**src/rtl/regfile_wb_arbiter.sv**
```systemverilog
`default_nettype none
// +-----------------------------------------------------------------------------+
// | Module  : regfile_wb_arbiter                                                |
// | Brief   : Register-file write-port arbiter (fast ALU vs. slow unit) with    |
// |           issue scoreboard and slow-writeback starvation throttle.          |
// | Revision: 1.0                                                               |
// +-----------------------------------------------------------------------------+
module regfile_wb_arbiter #(
    parameter int STARVE_LIMIT = 4
) (
    input  logic        i_clk,
    input  logic        i_rst,
    input  logic        i_issue_valid,
    input  logic [4:0]  i_issue_rs1,
    input  logic [4:0]  i_issue_rs2,
    input  logic [4:0]  i_issue_rd,
    input  logic        i_issue_long,
    output logic        o_issue_stall,
    input  logic        i_fast_valid,
    input  logic [4:0]  i_fast_rd,
    input  logic [31:0] i_fast_data,
    input  logic        i_slow_valid,
    input  logic [4:0]  i_slow_rd,
    input  logic [31:0] i_slow_data,
    output logic        o_slow_ready,
    output logic [4:0]  o_rd_addr,
    output logic [31:0] o_rd_data,
    output logic [31:0] o_pending
);

    localparam logic [2:0] c_starve_limit = 3'(STARVE_LIMIT);

    logic [31:0] r_pending;
    logic [2:0]  r_wait_cnt;

    logic        w_fast_req;
    logic        w_slow_accept;
    logic        w_hazard;
    logic        w_issue_fire;
    logic [31:0] w_pending_nxt;

    // Fast writeback cannot be back-pressured, so it always owns the port.
    assign w_fast_req    = i_fast_valid && (i_fast_rd != 5'd0);
    assign o_slow_ready  = !i_rst && !w_fast_req;
    assign w_slow_accept = i_slow_valid && o_slow_ready;

    always_comb begin
        o_rd_addr = 5'd0;
        o_rd_data = 32'd0;
        if (!i_rst) begin
            if (w_fast_req) begin
                o_rd_addr = i_fast_rd;
                o_rd_data = i_fast_data;
            end else if (w_slow_accept) begin
                o_rd_addr = i_slow_rd;
                o_rd_data = i_slow_data;
            end
        end
    end

    // Bit 0 of r_pending is never set, so index 0 can never raise a hazard.
    assign w_hazard = i_issue_valid &&
                      (r_pending[i_issue_rs1] || r_pending[i_issue_rs2] || r_pending[i_issue_rd]);

    assign o_issue_stall = w_hazard || (r_wait_cnt == c_starve_limit) || i_rst;
    assign w_issue_fire  = i_issue_valid && !o_issue_stall;

    always_comb begin
        w_pending_nxt = r_pending;
        if (w_slow_accept && (i_slow_rd != 5'd0)) begin
            w_pending_nxt[i_slow_rd] = 1'b0;
        end
        // Applied after the clear so a same-index set wins.
        if (w_issue_fire && i_issue_long && (i_issue_rd != 5'd0)) begin
            w_pending_nxt[i_issue_rd] = 1'b1;
        end
        w_pending_nxt[0] = 1'b0;
    end

    always_ff @(posedge i_clk) begin
        if (i_rst) begin
            r_pending  <= 32'd0;
            r_wait_cnt <= 3'd0;
        end else begin
            r_pending <= w_pending_nxt;
            if (!i_slow_valid || w_slow_accept) begin
                r_wait_cnt <= 3'd0;
            end else if (r_wait_cnt != c_starve_limit) begin
                r_wait_cnt <= r_wait_cnt + 3'd1;
            end
        end
    end

    assign o_pending = i_rst ? 32'd0 : r_pending;

endmodule
`default_nettype wire

```
**config.mk**
```make
export PLATFORM = sky130hd
export DESIGN_NAME = regfile_wb_arbiter
export DESIGN_NICKNAME = d
export VERILOG_FILES = /design/src/rtl/regfile_wb_arbiter.sv
export SDC_FILE = /design/constraint.sdc
export NUM_CORES = 1
export LEC_CHECK = 0
export BUFFER_PORTS_ARGS = -buffer_cell sky130_fd_sc_hd__buf_2
export CAP_MARGIN = 30
export CORE_MARGIN = 10
export CORE_UTILIZATION = 30
export CTS_BUF_LIST = sky130_fd_sc_hd__clkbuf_4 sky130_fd_sc_hd__clkbuf_8 sky130_fd_sc_hd__clkbuf_16
export DETAILED_ROUTE_END_ITERATION = 7
export REMOVE_ABC_BUFFERS = 1
export SYNTH_ARGS = -nofsm -noshare
export SYNTH_HDL_FRONTEND = slang
export SYNTH_SLANG_ARGS = --single-unit
```
**constraint.sdc**
```tcl
create_clock -name i_clk -period 1.7 [get_ports i_clk]
set_input_delay 0 -clock i_clk [delete_from_list [all_inputs] [get_ports i_clk]]
set_output_delay 0 -clock i_clk [all_outputs]
set_load 0.1 [all_outputs]
```
==> qor.csv <==
metric,value,unit
ios,166,
port_buffers,164,
wl_per_cell,21.0,um
htreeDepth,2,
yosys_warnings,0,
synth_enable_flop_cells,0,
crit_chain,mux4_2 > mux2i_2 > nor3b_2 > a311oi_4 > nand4_4 > a221o_2 > buf_8,
max_stage_delay,0.49,ns
period_share,137,%
worst_pin_slew,0.821,ns
cts.sinks,34,
synth_cells,425,
ant_nets,0,
relSlewSlack,45.2,%
num_vias,4322,
arrival,2.33,ns
yosysSeqAreaShare,21.1,%
drc,0,
drtIter0Drc,300,
routed_wl,16.5,mm
start_util,31.0,%
power_density,489,nW/um2
cts-hold-fix-buffers,0,
cts_made_buffers,5,
drv_slew,0,
cts_tree,yes,
ir_drop,0.308,mV
drive_gt1_share,57.5,%
root_buffer,clkbuf_8,
cap_violations,0,
leakagePower,0.00248,uW
finalSetupViolCount,32,
hold_ws,0.162,ns
fin_ws,-0.635,ns
clk_pin_slew_worst_paths,0.07,ns
layout_common_cells,"buf_2 (124), buf_4 (81), nand2_1 (47)",
grt.total_usage,20.2,%
worst_clock_skew,0.00541,ns
grt_pass1_vias,4433,
num_rows,37,
die_w,124,um
critPathBufInv,1,
final.fill_count,958,
die_area,15300,um2
critPathRequiredTime,1.70,ns
grt_pass1_wl,24.1,mm
path_max_fanout,4,
postLayoutCellArea,5960,um2
first_pass_iters,5,
hpwl,13.1,mm
grt_max_degree,58,
rsz0062_at_grt,yes,
gp_congestion,0.943,
mostFrequentLayoutCell,buf_2,
violations,setup timing,
end_kind,primary output,
areaGrowthSynthToFinish,84.7,%
core,10400,um2
fin_crit,2.33,ns
fp.dieH,124,um
avgSynthCellArea,7.59,um2
ys_seq_elements,34,
viasPerCell,5.50,
yosys.cell_types.count,52,
synth_flop_cell,dfxtp_1,
worstSetupStartpointType,flip-flop,
final_hold_viol_count,0,
placed_area,5260,um2
criticalPathCategory,reg2out,
gr-total-overflow,0,
clockBufferDepth,2,
fmax,428,MHz
synth_area,3230,um2
crit_slowest_cell,mux4_2,
fin_nets,746,
cp_top_family,multiplexers,
status,"finished, violations left",
antenna_found_initial,1,
diodes,0,
async_reset_ff_share,0,%
hold_class,in2reg,
clock_latency,0.29,ns
-- kinds of logic (layout without fill, tap and decap cells) --
| group | Yosys count | count (layout) | share of synthesized area (%) |
|---|---|---|---|
| simple gates | 182 | 182 | 31.6 |
| xor+xnor | 1 | 1 | 0.271 |
| flops | 34 | 34 | 21.1 |
| fa+ha+maj | 2 | 2 | 0.775 |
| mux | 33 | 33 | 14.5 |
| buf+inv | 45 | 270 | 7.10 |
| compound gates | 127 | 127 | 24.5 |
| other cells | 1 | 1 | 0.116 |
-- layer usage --
layer,up-vias,part of all wire (%),track usage [%]
li1,2022,-,-
met1,2054,38,23.2
met2,227,48,33.7
met3,19,12,8.55
met4,0,1.8,5.31
met5,-,0,0
-- power by group --
group | total [uW] | switching [uW] | internal, uW
registers | 802 | 2.68 | 800
logic | 1470 | 913 | 555
clock network | 642 | 300 | 343
total | 2910 | 1220 | 1700
-- timing repair --
item	4_1_cts	5_1_grt
buffers inserted	1	2
setup endpoints to repair	68	61
gates cloned	0	2
pin swaps	6	17
resized for setup	43	80
-- synthesized netlist by cell type, drive strengths merged (2+ instances only) --
master / instances / share of area (%)
or3: 2 / 0.39
o221ai: 2 / 0.54
nor3: 3 / 0.47
a21oi: 40 / 6.2
nand2: 47 / 5.5
and4b: 2 / 0.62
or3b: 4 / 1.1
buf: 16 / 3.7
ha: 2 / 0.78
a311oi: 3 / 1.4
nand3b: 13 / 3.0
mux4: 10 / 7.1
nor3b: 2 / 0.47
o21ai: 41 / 6.4
o21a: 2 / 0.47
dfxtp: 34 / 21
a2111oi: 4 / 1.1
nor2b: 37 / 7.2
nor2: 13 / 1.5
mux2: 8 / 2.8
and2b: 2 / 0.50
nand2b: 6 / 1.4
o31ai: 23 / 5.7
nand4: 3 / 1.0
inv: 5 / 0.58
o22ai: 5 / 0.97
nand3: 43 / 6.7
clkbuf: 24 / 2.8
nor4b: 2 / 0.54
mux2i: 15 / 4.7
-- metrics by stage --
stage	std cells	setup slack, ns	total power, uW	TNS, ns	utilization, %
after global placement	774	-0.409	2110	-10.85	50.5
after detailed placement	774	-0.499	2120	-14.51	50.5
after floorplan	385	-2.64	1460	-135.67	-
final	786	-0.635	2910	-16.17	57.2
after CTS	782	-0.644	2800	-13.41	53.0
after global routing	786	-0.708	3030	-18.39	57.2
-- area by class of cell --
class | count | area [um2] | area share (%)
multi-input combinational | 346 | 2770 | 46.4
timing repair buffer | 257 | 2220 | 37.3
sequential | 34 | 686 | 11.5
tap | 136 | 170 | 2.86
clock buffer | 7 | 90.1 | 1.51
inverter | 5 | 18.8 | 0.315
clock inverter | 1 | 5.00 | 0.0840
-- state kept, by name (all words and copies together) (netlist names) --
name / cells
r_pending: 31
r_wait_cnt: 3
-- worst paths after layout --
kind | from | end | slack (ns) | cells past startpoint
hold reg to reg | r_wait_cnt[2] | r_wait_cnt[1] | 0.53 | 2
setup reg to reg | r_pending[15] | r_pending[12] | -0.56 | 9
setup / recovery | r_pending[15] | o_issue_stall | -0.63 | 7
hold / removal | i_slow_valid | r_wait_cnt[0] | 0.16 | 4
-- worst min-delay path, stage by stage --
cell and delay [ns]:
buf_2 0.11, nor2b_1 0.14, nand2_1 0.11, nor2_1 0.05
Note: power is estimated with default switching activity, not from simulation.
